### src/rtl/lfsr_burst_gen.sv
// lfsr_burst_gen: parametrised Galois LFSR with free-running and counted-burst
// stepping, zero-seed lockup protection and a holdable output snapshot.
//
// Ports:
//   i_clock        single clock, rising edge
//   i_reset        synchronous active-high reset
//   i_seed_load    load i_seed_in (zero is replaced by SEED); aborts any burst
//   i_seed_in      seed value
//   i_run          step continuously while high (FREE)
//   i_burst_start  start a burst of i_burst_len steps
//   i_burst_len    burst step count
//   i_hold         freeze o_rand_out
//   o_rand_out     snapshot of the state, one cycle behind
//   o_bit_out      state[0]
//   o_busy         high while a burst is running
//   o_burst_done   one-cycle pulse after the final burst step
//   o_lockup       one-cycle pulse after a zero seed was replaced
//   o_period_len   (LFSR_PERIOD_CNT_EN) last measured period in steps
//   o_period_hit   (LFSR_PERIOD_CNT_EN) pulse when the state returns to the seed
//
// Optional feature macro: LFSR_PERIOD_CNT_EN
//
// state   | meaning
// S_IDLE  | state holds; waits for burst_start or run
// S_FREE  | one step per cycle while run stays high
// S_BURST | one step per cycle until the burst counter expires
module lfsr_burst_gen #(
  parameter int               WIDTH = 8,
  parameter logic [WIDTH-1:0] TAPS  = 8'hB8,
  parameter logic [WIDTH-1:0] SEED  = 8'h01,
  parameter int               CNT_W = 8
) (
  input  logic             i_clock,
  input  logic             i_reset,
  input  logic             i_seed_load,
  input  logic [WIDTH-1:0] i_seed_in,
  input  logic             i_run,
  input  logic             i_burst_start,
  input  logic [CNT_W-1:0] i_burst_len,
  input  logic             i_hold,
  output logic [WIDTH-1:0] o_rand_out,
  output logic             o_bit_out,
  output logic             o_busy,
  output logic             o_burst_done,
`ifdef LFSR_PERIOD_CNT_EN
  output logic [WIDTH-1:0] o_period_len,
  output logic             o_period_hit,
`endif
  output logic             o_lockup
);

  typedef enum logic [1:0] {S_IDLE, S_FREE, S_BURST} state_t;

  localparam logic [CNT_W-1:0] CNT_ONE = CNT_W'(1);

  state_t           r_fsm;
  state_t           w_fsm_nxt;
  logic [WIDTH-1:0] r_lfsr;
  logic [CNT_W-1:0] r_cnt;
  logic [CNT_W-1:0] w_cnt_nxt;
  logic [WIDTH-1:0] r_rand;
  logic             r_done;
  logic             r_lockup;
  logic             w_step;
  logic             w_done_nxt;
  logic [WIDTH-1:0] w_lfsr_step;
  logic [WIDTH-1:0] w_seed_eff;

  assign w_lfsr_step = r_lfsr[0] ? ((r_lfsr >> 1) ^ TAPS) : (r_lfsr >> 1);
  // A zero state would lock the LFSR forever, so substitute SEED.
  assign w_seed_eff  = (i_seed_in == '0) ? SEED : i_seed_in;

  always_comb begin
    w_fsm_nxt  = r_fsm;
    w_cnt_nxt  = r_cnt;
    w_step     = 1'b0;
    w_done_nxt = 1'b0;
    case (r_fsm)
      S_IDLE: begin
        if (i_burst_start) begin
          if (i_burst_len != '0) begin
            w_fsm_nxt = S_BURST;
            w_cnt_nxt = i_burst_len;
          end else begin
            w_done_nxt = 1'b1;
          end
        end else if (i_run) begin
          w_fsm_nxt = S_FREE;
        end
      end
      S_FREE: begin
        if (i_burst_start) begin
          if (i_burst_len != '0) begin
            w_fsm_nxt = S_BURST;
            w_cnt_nxt = i_burst_len;
          end else begin
            w_fsm_nxt  = S_IDLE;
            w_done_nxt = 1'b1;
          end
        end else if (i_run) begin
          w_step = 1'b1;
        end else begin
          w_fsm_nxt = S_IDLE;
        end
      end
      S_BURST: begin
        w_step = 1'b1;
        // <= also covers a zero count, so the counter can never underflow.
        if (r_cnt <= CNT_ONE) begin
          w_cnt_nxt  = '0;
          w_fsm_nxt  = S_IDLE;
          w_done_nxt = 1'b1;
        end else begin
          w_cnt_nxt = r_cnt - CNT_ONE;
        end
      end
      default: w_fsm_nxt = S_IDLE;
    endcase
  end

  always_ff @(posedge i_clock) begin
    if (i_reset) begin
      r_fsm    <= S_IDLE;
      r_lfsr   <= SEED;
      r_cnt    <= '0;
      r_rand   <= '0;
      r_done   <= 1'b0;
      r_lockup <= 1'b0;
    end else begin
      if (!i_hold) r_rand <= r_lfsr;
      if (i_seed_load) begin
        r_fsm    <= S_IDLE;
        r_lfsr   <= w_seed_eff;
        r_cnt    <= '0;
        r_done   <= 1'b0;
        r_lockup <= (i_seed_in == '0);
      end else begin
        r_fsm    <= w_fsm_nxt;
        r_cnt    <= w_cnt_nxt;
        r_done   <= w_done_nxt;
        r_lockup <= 1'b0;
        if (w_step) r_lfsr <= w_lfsr_step;
      end
    end
  end

  assign o_rand_out   = r_rand;
  assign o_bit_out    = r_lfsr[0];
  assign o_busy       = (r_fsm == S_BURST);
  assign o_burst_done = r_done;
  assign o_lockup     = r_lockup;

`ifdef LFSR_PERIOD_CNT_EN
  localparam logic [WIDTH-1:0] PCNT_ONE = WIDTH'(1);

  logic [WIDTH-1:0] r_pcnt;
  logic [WIDTH-1:0] r_seed_copy;
  logic [WIDTH-1:0] r_period_len;
  logic             r_period_hit;

  always_ff @(posedge i_clock) begin
    if (i_reset) begin
      r_pcnt       <= '0;
      r_seed_copy  <= SEED;
      r_period_len <= '0;
      r_period_hit <= 1'b0;
    end else if (i_seed_load) begin
      r_pcnt       <= '0;
      r_seed_copy  <= w_seed_eff;
      r_period_hit <= 1'b0;
    end else begin
      r_period_hit <= 1'b0;
      if (w_step) begin
        // Count includes the step that lands back on the seed.
        if (w_lfsr_step == r_seed_copy) begin
          r_period_hit <= 1'b1;
          r_period_len <= r_pcnt + PCNT_ONE;
          r_pcnt       <= '0;
        end else begin
          r_pcnt <= r_pcnt + PCNT_ONE;
        end
      end
    end
  end

  assign o_period_len = r_period_len;
  assign o_period_hit = r_period_hit;
`endif

endmodule

### config.mk
export PLATFORM = sky130hd
export DESIGN_NAME = lfsr_burst_gen
export DESIGN_NICKNAME = d
export VERILOG_FILES = /design/src/rtl/lfsr_burst_gen.sv
export SDC_FILE = /design/constraint.sdc
export NUM_CORES = 1
export LEC_CHECK = 0
export ABC_AREA = 1
export CORE_AREA = 2 2 62 70
export DETAILED_ROUTE_END_ITERATION = 10
export DIE_AREA = 0 0 64 72
export PLACE_DENSITY = 0.66
export SLEW_MARGIN = 25
export SYNTH_ARGS = -nofsm -noshare
export SYNTH_HDL_FRONTEND = slang
export SYNTH_SLANG_ARGS = --single-unit
### constraint.sdc
create_clock -name i_clock -period 1.57 [get_ports i_clock]
set_clock_uncertainty 0.05 [all_clocks]
set_input_delay 0.2355 -clock i_clock [delete_from_list [all_inputs] [get_ports i_clock]]
set_output_delay 0.2355 -clock i_clock [all_outputs]
set_load 0.01 [all_outputs]
==> summary.md <==
| Metric | Value |
|---|---|
| Status | complete, no violations |
| Clk sinks | 28 |
| Total CTS buffers | 3 |
| Yosys cell types | 26 |
| CP startpoint kind | register |
| Maximum VDD drop | 0.348 mV |
| Cell Area, Synth | 1620 um2 |
| Fill count | 371 |
| CTS Buffer Depth | 2 |
| DRC viols | 0 |
| CP Capture Type | output pin |
| Area occupied by multi-input gates | 977 um2 |
| CP max FO | 3 |
| Largest net degree at the start of global routing | 17 |
| Final min period | 1.54 ns |
| Endpoints failing setup | 0 |
| Inst Count DP | 346 |
| Sw Ratio | 0.282 |
| First-pass GRT wire length | 6.35 mm |
| Antenna Cells | 0 |
| Gr ovfl total | 0 |
| Hold WC Path Type | reg -> reg |
| GRT Util Overall | 0.171 |
| HPWL Detailed | 2.90 mm |
| Int Pwr | 1.31 mW |
| Syn Area/Cell | 6.37 um2 |
| Setup tns final | 0 ns |
| Antenna-violating nets left | 0 |
| Nets | 328 |
| Psw | 0.516 mW |
| Layout cell share with drive strength beyond 1 | 0.154 |
| RSZ-0062 raised after global routing | true |
| Seq cells post-synth | 28 |
| Hold path endpoint | o_rand_out[5] |
| Clock Latency Late Sink | 0.28 ns |
| Core box area | 3870 um2 |
| Reg2reg start | r_fsm[0] |
| PD cells | 826 nW/um2 |
| Metal3 WL | 138 um |
| H-tree depth | 1 |
| Die height | 72 um |
| Total power draw | 1.83 mW |
| Setup WS post-layout | 0.0287 ns |
| DR vias | 1,640 |
| First-pass DRT Iterations | 4 |
| GPL Wtd Cong | 0.881 |
| Hold_sp | o_rand_out[5] |
| Max-Cap Viols | 0 |
| Clock tree from TritonCTS | built |
| M1 wire length | 1.71 mm |
| Layout Cells excl Fill | 351 |
| Top sig layer | met4 |
| Initial Util | 0.418 |
| Port Buf Inserts | 33 |
| Iter 0 DRT Violations | 80 |
| Seq. cell area | 564 um2 |
| Clock Power Share | 0.318 |
| R2r setup slk | 0.09 ns |
| Vias per inst | 4.67 |
| Hold Path Cell Cnt | 2 |
| Top cell type's share of synthesized area | 0.346 |
| Crit path required time | 1.28 ns |
| Pre-CTS setup slack | -0.0894 ns |
| Critical Setup Path Class | reg -> out |
| Post-CTS Setup Inserts | 0 |
| Num rows | 24 |
| Die X-Extent | 64 um |
| Slew headroom | 0.807 |
| Initial antenna violation count | 0 |
| Ranking of synthesized cells by area | dfxtp_1 35%, nand2_1 16%, nor2_1 12% |
| Routed len/inst | 10.9 um |
| I/O Pins | 34 |
| F_max | 649 MHz |
| Routed WL | 3.81 mm |
| Root Buffer | clkbuf_8 |
| Die area | 4610 um2 |
| Worst-path clk slew | 0.10 ns |
| Final hold vios | 0 |
| Sequential Power Share | 0.432 |
| Arr. time, crit path | 1.26 ns |
| Syn Nets | 282 |
| Vias in the first global route | 1,522 |
| Cells after Synth | 254 |
| Seq/Total Area, Yosys | 0.346 |
| Fin crit share | 0.982 |
| Area delta synth->final | 36.8% |
| Comb pwr share | 0.250 |
| R2R depth | 8 |
| Synth Warn # | 0 |
| Met2 wire len | 1.91 mm |
| Slew Limit Fails | 0 |
| Worst-Margin Slew | 0.289 ns |
| Largest area contributor in the netlist | dfxtp_1 |
| Leak | 1.01 nW |
| Hold slack | 0.437 ns |
| R2R Path End | r_cnt[7] |
-- synthesized netlist by cell type --
cell type	number
nand2_1	67
nor2_1	52
dfxtp_1	28
inv_1	25
o21ai_0	24
a21oi_1	9
nand3_1	9
ha_1	6
inv_2	6
nand4_1	4
clkbuf_1	3
nand2_2	3
a31oi_1	2
nor2_2	2
xnor2_1	2
xor2_1	2
a211oi_1	1
a21boi_2	1
buf_2	1
buf_6	1
nand3_4	1
nand3b_1	1
nor2_4	1
o211ai_1	1
or2_2	1
or2_4	1
-- cell type report --
| class | count | share of cell area |
|---|---|---|
| repair buffers | 45 | 0.189 |
| clock inverters | 1 | 0.0136 |
| well taps | 52 | 0.0294 |
| clock buffers | 3 | 0.0187 |
| inverters | 31 | 0.0526 |
| multi-input cells | 191 | 0.441 |
| flip-flops and latches | 28 | 0.255 |
-- placed cells by master (no fill, tap or decap), drive strengths merged, types with 2 or more instances in the layout --
cell type / Yosys / routed
dfxtp: 28 / 28
buf: 2 / 12
nand4: 4 / 4
xor2: 2 / 2
a21oi: 9 / 9
clkdlybuf4s50: 0 / 32
nand2: 70 / 70
clkbuf: 3 / 3
a31oi: 2 / 2
xnor2: 2 / 2
inv: 31 / 31
o21ai: 24 / 24
or2: 2 / 2
ha: 6 / 6
nor2: 55 / 55
nand3: 10 / 11
-- worst max-delay path by stage --
stage	startpoint	end	depth (start not counted)
3_3_place_gp	i_burst_start	r_lfsr[0]	8
2_1_floorplan	r_fsm[0]	r_lfsr[0]	8
6_report	r_fsm[1]	o_busy	3
3_5_place_dp	i_burst_start	r_lfsr[0]	8
4_1_cts	r_fsm[1]	r_cnt[1]	7
5_1_grt	r_fsm[0]	r_lfsr[0]	7
-- cell families after synthesis --
family                   after synthesis  synth area share
AO/OA/AOI/OAI                         38             0.126
XOR/XNOR                               4            0.0217
adder cells (fa/ha/maj)                6            0.0464
buffers and inverters                 36            0.0889
flip-flops                            28             0.346
AND/OR/NAND/NOR                      142             0.370
-- critical path, cell delays in order, from the launching register on --
cell	delay, ns
dfxtp_1	0.33
buf_4	0.13
ha_1	0.22
dlygate4sd2_1	0.30
-- sequential cells by signal, summed over array words and instances (netlist names) --
register and flops:
o_burst_done 1, r_fsm 2, r_cnt 8, o_rand_out 8, o_lockup 1, r_lfsr 8
-- metal layers --
layer,vias to the layer above,GRT usage
met5,-,0
met4,0,0.0652
met3,4,0.0186
met2,37,0.302
met1,709,0.213
li1,890,-
-- repair_timing --
action | CTS | global route
gates resized for setup | 4 | 18
gates cloned | 0 | 1
hold buffers | 0 | 0
pin swaps | 0 | 5
endpoints found under the setup margin | 3 | 18
-- power by group through the flow --
stage / clock (mW) / combinational [mW] / sequential [mW]
after floorplan: 0 / 0.257 / 0.803
after global placement: 0 / 0.428 / 0.803
after detailed placement: 0 / 0.430 / 0.804
after CTS: 0.594 / 0.431 / 0.788
after global routing: 0.625 / 0.518 / 0.796
final: 0.582 / 0.458 / 0.789
-- through the flow --
| step | util | area (um2) |
|---|---|---|
| CTS | 0.555 | 2150 |
| detailed placement | 0.536 | 2080 |
| finish | 0.571 | 2210 |
| global placement | 0.536 | 2080 |
| floorplan | - | 1620 |
| global route | 0.571 | 2210 |
(Power assumes the default switching activity.)
